===== config.mk =====
export PLATFORM = sky130hd
export DESIGN_NAME = mux_nx1_serial
export DESIGN_NICKNAME = d
export VERILOG_FILES = /design/src/rtl/mux_nx1_serial.sv
export SDC_FILE = /design/constraint.sdc
export NUM_CORES = 1
export LEC_CHECK = 0
export ABC_CLOCK_PERIOD_IN_PS = 3900
export BUFFER_PORTS_ARGS = -buffer_cell sky130_fd_sc_hd__buf_2
export CAP_MARGIN = 20
export CORE_MARGIN = 2
export CORE_UTILIZATION = 56
export DETAILED_ROUTE_END_ITERATION = 12
export PLACE_DENSITY = 0.9
export SYNTH_ARGS = -nofsm -noshare
export SYNTH_HDL_FRONTEND = slang
export SYNTH_SLANG_ARGS = --single-unit

===== constraint.sdc =====
create_clock -name clk -period 3.9 [get_ports clk]
set_input_delay 0.78 -clock clk [delete_from_list [all_inputs] [get_ports clk]]
set_output_delay 0.78 -clock clk [all_outputs]
set_load 0.1 [all_outputs]

===== src/rtl/mux_nx1_serial.sv =====
// ============================================================================
// mux_nx1_serial : N-lane to 1-lane serialising mux, lowest lane first
// Rev 1.0
// ============================================================================
`default_nettype none

module mux_nx1_serial #(
  parameter int WIDTH        = 8,
  parameter int LANES        = 4,
  parameter int SKIP_INVALID = 0
) (
  input  logic                       clk,
  input  logic                       reset,
  input  logic [LANES*WIDTH-1:0]     in_data,
  input  logic [LANES-1:0]           in_valid,
  input  logic                       in_load,
  output logic                       in_ready,
  output logic [WIDTH-1:0]           out_data,
  output logic                       out_valid,
  output logic [$clog2(LANES)-1:0]   out_lane,
  output logic                       out_last,
  output logic                       err_overflow
);

  localparam int LW = $clog2(LANES);

  typedef enum logic [0:0] {
    S_IDLE = 1'b0,
    S_SEND = 1'b1
  } state_t;

  state_t           state_q, state_d;
  logic [LW-1:0]    ptr_q, ptr_d;
  logic [WIDTH-1:0] bank_q [LANES];
  logic [LANES-1:0] vld_q;

  logic [WIDTH-1:0] out_data_q;
  logic             out_valid_q;
  logic [LW-1:0]    out_lane_q;
  logic             out_last_q;
  logic             err_q;

  logic [WIDTH-1:0] w_lane_data [LANES];
  logic [LW-1:0]    w_first_lane;
  logic [LW-1:0]    w_next_lane;
  logic [LW-1:0]    w_last_lane;
  logic             w_is_final;
  logic             w_load_acc;
  logic             w_grp_empty;

  for (genvar i = 0; i < LANES; i++) begin : g_unpack
    assign w_lane_data[i] = in_data[i*WIDTH +: WIDTH];
  end

  // Beat-set navigation: pass mode walks every lane, skip mode walks set valid bits.
  if (SKIP_INVALID != 0) begin : g_skip
    always_comb begin
      w_first_lane = '0;
      for (int i = LANES - 1; i >= 0; i--) begin
        if (in_valid[i]) w_first_lane = LW'(i);
      end
    end

    always_comb begin
      w_next_lane = ptr_q;
      for (int i = LANES - 1; i >= 0; i--) begin
        if (vld_q[i] && (LW'(i) > ptr_q)) w_next_lane = LW'(i);
      end
    end

    always_comb begin
      w_last_lane = '0;
      for (int i = 0; i < LANES; i++) begin
        if (vld_q[i]) w_last_lane = LW'(i);
      end
    end

    assign w_grp_empty = (in_valid == '0);
  end else begin : g_pass
    assign w_first_lane = '0;
    assign w_next_lane  = ptr_q + LW'(1);
    assign w_last_lane  = LW'(LANES - 1);
    assign w_grp_empty  = 1'b0;
  end

  assign w_is_final = (ptr_q == w_last_lane);
  assign in_ready   = (state_q == S_IDLE) || ((state_q == S_SEND) && w_is_final);
  assign w_load_acc = in_load && in_ready;

  always_comb begin
    state_d = state_q;
    ptr_d   = ptr_q;
    case (state_q)
      S_IDLE: begin
        if (w_load_acc && !w_grp_empty) begin
          state_d = S_SEND;
          ptr_d   = w_first_lane;
        end
      end
      S_SEND: begin
        if (!w_is_final) begin
          ptr_d = w_next_lane;
        end else if (w_load_acc && !w_grp_empty) begin
          ptr_d = w_first_lane;
        end else begin
          state_d = S_IDLE;
          ptr_d   = '0;
        end
      end
      default: begin
        state_d = S_IDLE;
        ptr_d   = '0;
      end
    endcase
  end

  // Outputs are registered from the current pointer, so they trail the state by one clock.
  always_ff @(posedge clk) begin
    if (reset) begin
      state_q     <= S_IDLE;
      ptr_q       <= '0;
      vld_q       <= '0;
      err_q       <= 1'b0;
      out_data_q  <= '0;
      out_valid_q <= 1'b0;
      out_lane_q  <= '0;
      out_last_q  <= 1'b0;
      for (int i = 0; i < LANES; i++) begin
        bank_q[i] <= '0;
      end
    end else begin
      state_q <= state_d;
      ptr_q   <= ptr_d;

      if (w_load_acc) begin
        vld_q <= in_valid;
        for (int i = 0; i < LANES; i++) begin
          bank_q[i] <= w_lane_data[i];
        end
      end

      if (in_load && !in_ready) begin
        err_q <= 1'b1;
      end

      if (state_q == S_SEND) begin
        out_valid_q <= vld_q[ptr_q];
        out_data_q  <= vld_q[ptr_q] ? bank_q[ptr_q] : '0;
        out_lane_q  <= ptr_q;
        out_last_q  <= w_is_final;
      end else begin
        out_valid_q <= 1'b0;
        out_data_q  <= '0;
        out_lane_q  <= '0;
        out_last_q  <= 1'b0;
      end
    end
  end

  assign out_data     = out_data_q;
  assign out_valid    = out_valid_q;
  assign out_lane     = out_lane_q;
  assign out_last     = out_last_q;
  assign err_overflow = err_q;

endmodule

`default_nettype wire


; ---- After elaboration in Yosys (flattened, before gate mapping)
; Memory sizes are Yosys's and may differ from the RTL's. A register that Yosys moved wholly into a read port is not among the register bits.
; Cells that the tools add are included.
[op_classes]
eq_ne = 2
reduce_logical = 7
mux = 16
bitwise = 6
magnitude_cmp = 1
add_sub_neg = 1
[op_table]
columns = cell, count
row1 = $mux 8, 4
row2 = $mux 1, 7
row3 = $mux 2, 2
row4 = $or 1x1->1, 4
row5 = $pmux 2 s2, 1
row6 = $logic_and 1x1->1, 3
row7 = $lt 2x3->1 const B, 1
row8 = $reduce_or 3->1, 1
row9 = $add 2x1->2 const B, 1
row10 = $bmux 1 s2, 1
row11 = $eq 2x2->1 const B, 1
row12 = $ne 2x2->1 const B, 1
row13 = $not 1->1, 2
row14 = $pmux 1 s2, 1
row15 = $reduce_or 2->1, 1
row16 = $logic_not 1->1, 1
row17 = $logic_or 1x1->1, 1
[totals]
mem_bits_rw = 32
n_memories = 1
reg_bits = 12
inputBits = 39
output_inout_bits = 14
elab_cells = 41
[memory_table]
columns = name, words, word_bits, rd, rd_ports_with_merged_regs, wr, line_no
row1 = bank_q, 4, 8, 1, 1, 4, 34  ; logic [WIDTH-1:0] bank_q [LANES];

; ---- Logic depth before layout (Yosys ltp)
[logic_depth]
word_depth = 8
depth_mapped = 5
depth_no_buf = 5

; ---- Worst setup path after synthesis
; OpenSTA, ideal clock, no wires.
[synth_timing]
path_type = register to register
startpoint = register ptr_q[1]
endpoint = memory bank_q[0][0] (enable)
setup_time_ns = 0.388
t_arrival_ns = 2.236
period_less_slack_ns = 2.624
path_stages_with_launch = 5
slack_ns = 1.276
path_buffers = 0
t_required_ns = 3.512
path_cell_list = dfxtp_1 -> ha_1 -> and2b_4 -> inv_1 -> a21o_1
[synth_rtl]
columns = element, line_no
row1 = start: declaration, 33  ; logic [LW-1:0] ptr_q, ptr_d;
row2 = start signal: assignment, 133  ; ptr_q <= ptr_d;
row3 = end: declaration, 34

; ---- Worst setup path after layout
[layout_timing]
startpoint = register ptr_q[0]
endpoint = output in_ready
[layout_between]
elab_chain_cells = 3
[layout_rtl]
columns = element, line_no
row1 = $eq 2x2->1, 86  ; assign w_is_final = (ptr_q == w_last_lane);
row2 = via w_is_final, 47  ; logic w_is_final;
row3 = $logic_and 1x1->1, 87  ; assign in_ready = (state_q == S_IDLE) || ((state_q == S_SEND) && w_is_final);
row4 = $logic_or 1x1->1, 87
row5 = end: declaration, 17  ; output logic in_ready,
; The timed path passes the listed nets, and every way through them passes these cells.

==> reports/results.txt <==
CP Class = flip-flop to output port
Total negative slack = 0 ps
CTS tree = done
Total clock sinks = 52
Pre-CTS WS = 1279 ps
Clock Skew = 5.917 ps
Synth Area in Compound Gates = 3.597%
GRT Residual Overflow = 0
NumNets Final = 235
Total Wirelength = 3.309 mm
Distinct cell type count after synthesis = 24
Die width = 65.05 um
Worst-path clk slew = 90 ps
Worst path max stage delay = 760 ps
Crit path max-delay family = flip-flops
Post-Syn Nets = 182
Synthesis-to-layout area growth = 16.91%
Status = finished, final reports clean
Largest family of logic cells by synthesized area = simple AND/OR/NAND/NOR gates
Vias per cell = 4.992
Adder-cell share of the synthesized area = 0.5995%
Clock Tree Root = clkbuf_8
Syn Area/Cell = 14.70 um^2
First-pass GRT wire length = 5.230 mm
PwrDens = 418.4 mW/mm^2
Static leakage = 1.034 nW
I/O pins = 53
Tot Pwr = 0.001021 W
Synth Cell Area = 0.002087 mm^2
Largest net degree at the start of global routing = 33
Post-synthesis simple-gate area fraction = 16.91%
Clock Tree Buf Depth = 2
Setup violations, final = 0
Number of synthesized register bits = 52
Post-CTS Hold Fix Bufs = 0
Period Utilization, post-route = 75.59%
DRT iter0 DRCs = 39
Warnings from Yosys = 0
Vias in the first global route = 1,141
Min Clock Period, post-route = 2948 ps
TritonCTS Buffers = 5
Post-route setup slack = 952.0 ps
Hold crit path type = flip-flop to flip-flop
Routed Antenna Nets = 0
Share of layout cells above drive strength 1 = 36.73%
Post-cts sizing count = 0
Initial Util = 57.44%
Core Footprint = 0.003633 mm^2
MaxCap Viol Count = 0
Actual slew at the worst max-slew pin = 834.1 ps
Hold Vio Cnt, Final = 0
Max Slew Vio Count = 0
Final Cell Area = 0.002440 mm^2
Crit path max fanout = 12
XOR/XNOR Fraction of Synth Area = 0%
GRT Util Overall = 17.34%
Postcts setup bufs = 0
Crit path required time = 3120 ps
IO buf count = 52
Worst-Skew Late Latency = 300 ps
Die area = 0.004231 mm^2
Multiplexer share of the synthesized area = 10.19%
Row count = 22
Peak VDD IR = 260.0 uV
Dpl cell area = 0.002354 mm^2
RSZ-0062 raised after global routing = no
CP arrival = 2170 ps
Buf+Inv Stages, Crit Path = 2
Rel. slew slack = 44.21%
Crit path launch type = flip-flop
DRC = 0
Maximum clock rate = 339.2 MHz
Initial antenna violation count = 0
Via Count = 1,218
Fin Hold WS = 473.0 ps
HPWL Detailed = 2.293 mm
Post-synthesis sequential area ratio = 65.23%
Routability cong. = 0.8249
Kind of end point of the critical path = output port
CP max-delay cell = dfxtp_1
Cells after Synth = 142
H-tree depth = 2
Fill count = 283
Routed len/inst = 13.56 um
ANT cells = 0
Die Ht = 65.05 um
CP Cell Sequence = ha_1 > and2b_4 > inv_1 > buf_2
DRT Pass-1 Iters = 4
## synth_stat cells
cell	n	area, um^2
and2_1	32	200.2
edfxtp_1	32	960.9
dfxtp_1	20	400.4
mux4_2	8	180.2
nor2b_1	8	50.05
a21oi_1	7	35.03
buf_6	4	45.04
nand3_1	4	20.02
nor2_1	4	15.01
o21ai_0	4	20.02
and3b_1	3	26.28
inv_1	2	7.510
mux2_1	2	22.52
nor3b_1	2	15.01
a21o_1	1	7.510
a22oi_2	1	12.51
and2b_4	1	10.01
buf_2	1	5.000
buf_4	1	7.510
clkbuf_1	1	3.750
ha_1	1	12.51
inv_2	1	3.750
mux2i_1	1	10.01
nor3_4	1	16.27
## where the power goes
part	switching [W]	leakage, nW	internal (W)
Sequential	0.0000146	0.507	0.000616
Combinational	0.0000538	0.484	0.0000462
Clock	0.000166	0.0421	0.000124
## final cells by class
cell class | instances | area, um^2 | area share (%)
multi-input cells | 80 | 653.1 | 26.77
clock inverters | 3 | 17.52 | 0.7179
well taps | 48 | 60.06 | 2.462
repair buffers | 53 | 267.8 | 10.97
inverters | 3 | 11.26 | 0.4615
flip-flops and latches | 52 | 1361 | 55.80
clock buffers | 5 | 68.82 | 2.821
## kinds of logic (layout without fill, tap and decap cells)
kind of cell	Yosys count	in the layout
AO/OA/AOI/OAI	13	13
adder cells (fa/ha/maj)	1	1
buffers and inverters	10	64
flip-flops	52	52
multiplexers	11	11
AND/OR/NAND/NOR	55	55
## placed cells by master (no fill, tap or decap), drive strengths merged, types with 3 or more instances in the layout
cell type   n
a21oi       7
and2       32
and3b       3
buf        53
clkbuf      5
dfxtp      20
edfxtp     32
inv         4
mux4        8
nand3       4
nor2        4
nor2b       8
o21ai       4
## per-layer routing
metal | track usage [%] | vias up | wire [um]
li1 | - | 607 | -
met1 | 19.54 | 567 | 1360
met2 | 29.90 | 38 | 1716
met3 | 4.688 | 6 | 137
met4 | 9.375 | 0 | 94
met5 | 0 | - | 0
## final timing paths
kind / from / slack [ps] / endpoint / cells past startpoint
setup / recovery: ptr_q[0] / 950 / in_ready / 4
hold / removal: err_overflow / 470 / err_overflow / 2
setup reg to reg: ptr_q[0] / 1620 / bank_q[0][6] / 4
hold reg to reg: err_overflow / 470 / err_overflow / 2
## per-stage QoR
step	utilization, %	std cells
CTS	67.15	244
detailed placement	64.77	236
global route	67.15	244
global placement	64.77	236
finish	67.15	244
floorplan	-	142
## registers in the layout, indices dropped and copies added, names as in the netlist, 2 cells and up
register / flops
bank_q: 32
ptr_q: 2
out_data: 8
vld_q: 4
out_lane: 2
## worst register-to-register path, cell delays in order, from the launching register on
cell and delay [ps]:
dfxtp_1 760, ha_1 280, and2b_4 220, nor3_4 640, and2_1 250
Note: power is estimated with default switching activity, not from simulation.
